===== config.mk =====
export PLATFORM = sky130hd
export DESIGN_NAME = cfa_window_ctrl
export DESIGN_NICKNAME = d
export VERILOG_FILES = /design/src/rtl/cfa_window_ctrl.sv
export SDC_FILE = /design/constraint.sdc
export NUM_CORES = 1
export LEC_CHECK = 0
export ABC_CLOCK_PERIOD_IN_PS = 2600
export CAP_MARGIN = 25
export CORE_ASPECT_RATIO = 0.9
export CORE_MARGIN = 2
export CORE_UTILIZATION = 29
export DETAILED_ROUTE_END_ITERATION = 16
export PLACE_DENSITY = 0.56
export SLEW_MARGIN = 20
export SYNTH_ARGS = -nofsm -noshare
export SYNTH_HDL_FRONTEND = slang
export SYNTH_SLANG_ARGS = --single-unit

===== constraint.sdc =====
create_clock -name clk -period 2.6 [get_ports clk]
set_input_delay 0.65 -clock clk [delete_from_list [all_inputs] [get_ports clk]]
set_output_delay 0.65 -clock clk [all_outputs]
set_load 0.01 [all_outputs]

===== src/rtl/cfa_window_ctrl.sv =====
// rtl/cfa_window_ctrl.sv - raster sequencer feeding buffer_nx2D, flags legal 3x3 windows
module cfa_window_ctrl #(
    parameter int         IMG_W = 5,
    parameter int         IMG_H = 4,
    parameter int         PIX_W = 4,
    parameter logic [1:0] BAYER = 2'b00
) (
    input  logic                     clk,
    input  logic                     rst,
    input  logic                     start,
    input  logic                     pix_valid,
    input  logic [PIX_W-1:0]         pix_in,
    output logic                     pix_ready,
    output logic                     buf_en,
    output logic [PIX_W-1:0]         buf_din,
    output logic                     win_valid,
    output logic [$clog2(IMG_H)-1:0] ctr_row,
    output logic [$clog2(IMG_W)-1:0] ctr_col,
    output logic [1:0]               bayer_phase,
    output logic                     busy,
    output logic                     frame_done
);
    localparam int RW = $clog2(IMG_H);
    localparam int CW = $clog2(IMG_W);

    typedef enum logic [1:0] {
        IDLE   = 2'd0,
        STREAM = 2'd1,
        DONE   = 2'd2
    } state_t;

    state_t        state;
    state_t        state_next;
    logic [RW-1:0] row;
    logic [CW-1:0] col;
    logic [RW-1:0] row_m1;
    logic [CW-1:0] col_m1;
    logic          accept;
    logic          last_col;
    logic          last_row;
    logic          legal;

    assign accept   = pix_valid & pix_ready;
    assign buf_en   = accept;
    assign buf_din  = pix_in;
    assign last_col = (col == CW'(IMG_W - 1));
    assign last_row = (row == RW'(IMG_H - 1));
    // Columns 0/1 hold pixels from the previous row's tail, so the window straddles the wrap.
    assign legal    = (row >= RW'(2)) && (col >= CW'(2));
    assign row_m1   = row - RW'(1);
    assign col_m1   = col - CW'(1);

    always_ff @(posedge clk) begin
        if (rst) begin
            state <= IDLE;
        end else begin
            state <= state_next;
        end
    end

    always_comb begin
        state_next = state;
        case (state)
            IDLE:    if (start) state_next = STREAM;
            STREAM:  if (accept && last_col && last_row) state_next = DONE;
            DONE:    state_next = IDLE;
            default: state_next = IDLE;
        endcase
    end

    always_comb begin
        pix_ready  = (state == STREAM);
        busy       = (state == STREAM);
        frame_done = (state == DONE);
    end

    always_ff @(posedge clk) begin
        if (rst) begin
            row         <= '0;
            col         <= '0;
            win_valid   <= 1'b0;
            ctr_row     <= '0;
            ctr_col     <= '0;
            bayer_phase <= 2'b00;
        end else begin
            win_valid <= accept && legal;
            if (accept && legal) begin
                ctr_row     <= row_m1;
                ctr_col     <= col_m1;
                bayer_phase <= BAYER ^ {row_m1[0], col_m1[0]};
            end
            if (state == IDLE) begin
                row <= '0;
                col <= '0;
            end else if (accept) begin
                // The final accept clears row instead of stepping past IMG_H-1.
                if (last_col) begin
                    col <= '0;
                    row <= last_row ? '0 : row + RW'(1);
                end else begin
                    col <= col + CW'(1);
                end
            end
        end
    end
endmodule

==> impl_metrics.env <==
export IMPL_ant_nets=0
export IMPL_period_share_pct=96.2
export IMPL_n_antenna_cell=0
export IMPL_required_ns=1.95
export IMPL_cts_resized=0
export IMPL_crit_arrival_ns=1.85
export IMPL_finClkSkew_ns=0.000890
export IMPL_drt_vias_per_instance=4.73
export IMPL_hpwl_um=949
export IMPL_worstMarginPinSlew_ns=0.425
export IMPL_dr_pass1_iters=4
export IMPL_area_growth_pct=23.0
export IMPL_final_fill_count=244
export IMPL_die_h_um=50.1
export IMPL_io_pins=24
export IMPL_cts_max_path_buffers=2
export IMPL_p_leak_uw=0.000300
export IMPL_h_tree_depth=1
export IMPL_clk_latency_ns=0.28
export IMPL_place_congestion=0.775
export IMPL_setup_tns_final_ns=0
export IMPL_yosysWarnings=0
export IMPL_max_slew_margin_rel_pct=71.6
export IMPL_cp_max_fo=2
export IMPL_grt_pass1_wl_um=2310
export IMPL_cts_root_buf="clkbuf_4"
export IMPL_cts_sinks=13
export IMPL_syn_num_nets=88
export IMPL_pwr_share_clk_pct=35.4
export IMPL_totalWireLength_um=1290
export IMPL_fmax_mhz=400
export IMPL_p_sw_share_pct=23.5
export IMPL_core_area_mm2=0.00220
export IMPL_holdBufCountCts=0
export IMPL_num_rows=16
export IMPL_finalCriticalPeriod_ns=2.50
export IMPL_setup_viol=0
export IMPL_drc=0
export IMPL_ys_seq_area_share_pct=38.0
export IMPL_numCtsBuffers=3
export IMPL_avgSynthCellArea_um2=9.25
export IMPL_grt_max_degree=13
export IMPL_antenna_found_initial=0
export IMPL_max_vdd_ir_drop_uv=207
export IMPL_hp_class="reg2reg"
export IMPL_grt_overflow_total=0
export IMPL_cts_reportedPaths_clkPinSlew_ns=0.08
export IMPL_combPwrFrac_pct=8.4
export IMPL_worstSetupPathType="in2out"
export IMPL_netlist_area_um2=684
export IMPL_cts_tree="built"
export IMPL_multi_input_area_um2=342
export IMPL_port_buffers=15
export IMPL_wl_per_cell_um=11.4
export IMPL_rsz0062_at_grt="false"
export IMPL_drive_gt1_share_pct=8.14
export IMPL_finalMaxSlewViolations=0
export IMPL_grt_total_usage_pct=10.5
export IMPL_dieArea_mm2=0.00276
export IMPL_dpl_cell_count=109
export IMPL_startpoint_type="input pin"
export IMPL_syn_inst=74
export IMPL_nets=101
export IMPL_drt_iter0_drc=7
export IMPL_power_total_uw=360
export IMPL_instances_no_fill=113
export IMPL_post_cts_setup_buffer_count=0
export IMPL_regArea_um2=260
export IMPL_drv_cap=0
export IMPL_p_per_area_mw_per_mm2=428
export IMPL_grt_pass1_vias=501
export IMPL_die_x_um=55.2
export IMPL_ys_seq_elements=13
export IMPL_status="completed"
export IMPL_num_vias=534
export IMPL_power_frac_seq_pct=56.2
export IMPL_synth_distinct_cells=26
export IMPL_start_util_pct=31.1
export IMPL_end_kind="output pin"
export IMPL_switchingPower_uw=84.7
export IMPL_hold_viol=0
export IMPL_intPower_uw=275
per-stage QoR:
stage / utilization (%) / area, µm² / worst slack (ns) / hold slack, ns
5_1_grt: 38.2 / 842 / 0.0397 / 0.522
2_1_floorplan: - / 684 / 1.01 / 0.462
3_3_place_gp: 37.0 / 816 / 0.0915 / 0.469
3_5_place_dp: 37.0 / 816 / 0.0989 / 0.478
6_report: 38.2 / 842 / 0.0988 / 0.484
4_1_cts: 38.2 / 842 / 0.0866 / 0.490
kinds of logic after synthesis:
group / count (synthesis) / share of synthesized area (%)
buffers and inverters: 13 / 12.1
flip-flops: 13 / 38.0
AND/OR/NAND/NOR: 19 / 17.0
XOR/XNOR: 2 / 2.56
AO/OA/AOI/OAI: 21 / 19.4
adder cells (fa/ha/maj): 6 / 11.0
layout by cell type, fill, tap and decap left out, drive strengths merged, types with 3 or more instances in the layout:
master / netlist / routed
clkdlybuf4s50: 0 / 15
nand3: 3 / 3
o21ai: 6 / 6
nor2: 4 / 4
dfxtp: 13 / 13
nand2: 3 / 3
inv: 3 / 3
clkbuf: 0 / 4
ha: 6 / 6
a21oi: 9 / 9
worst paths after layout:
check / from / endpoint / slack, ns / cells past startpoint
max: pix_valid / buf_en / 0.1 / 4
min: ctr_row[1] / ctr_row[1] / 0.48 / 2
max reg2reg: col[0] / ctr_col[1] / 1.12 / 5
min reg2reg: ctr_row[1] / ctr_row[1] / 0.48 / 2
Yosys cell counts:
cell type | number | area (µm²)
dfxtp_1 | 13 | 260
a21oi_1 | 9 | 45.0
buf_4 | 7 | 52.6
ha_1 | 6 | 75.1
o21ai_0 | 6 | 30.0
nor2_1 | 4 | 15.0
inv_1 | 3 | 11.3
nand2_1 | 3 | 11.3
nand3_1 | 3 | 15.0
a211oi_1 | 2 | 15.0
nor3_1 | 2 | 10.0
xnor2_1 | 2 | 17.5
a2111oi_0 | 1 | 8.76
and2b_1 | 1 | 7.51
and4b_1 | 1 | 10.0
buf_1 | 1 | 3.75
buf_6 | 1 | 11.3
clkinv_1 | 1 | 3.75
nand3b_1 | 1 | 7.51
nand3b_4 | 1 | 20.0
nor2b_1 | 1 | 6.26
o21bai_1 | 1 | 7.51
o32a_1 | 1 | 10.0
o32ai_2 | 1 | 16.3
or3_1 | 1 | 6.26
or4_1 | 1 | 7.51
sequential cells by signal (all words and copies together) (netlist names):
register and flops:
col 3, row 2, win_valid 1, ctr_row 2, ctr_col 3, state 2
cell type report:
type,count,share of cell area (%)
Clock buffer,4,3.12
Inverter,4,1.78
Multi-Input combinational cell,48,40.6
Sequential cell,13,30.9
Tap cell,27,4.01
Timing Repair Buffer,17,19.6
power groups by stage:
stage	registers (µW)	logic, µW	clock network, µW
2_1_floorplan	207	23.5	0
3_3_place_gp	207	30.2	0
3_5_place_dp	207	30.5	0
4_1_cts	202	30.7	132
5_1_grt	203	33.4	139
6_report	202	30.1	127
worst max-delay path: stages:
cell and delay (ns):
clkdlybuf4s50_1 0.51, nand3b_4 0.09, clkinv_1 0.07, clkdlybuf4s50_1 0.53
per-layer routing:
metal	share of wire, %	vias up	GRT usage, %
li1	-	277	-
met5	0	-	0
met1	53	238	15.4
met2	39	19	13.5
met3	8.1	0	4.72
met4	0	0	2.85
Power figures use the tool's default switching activity.
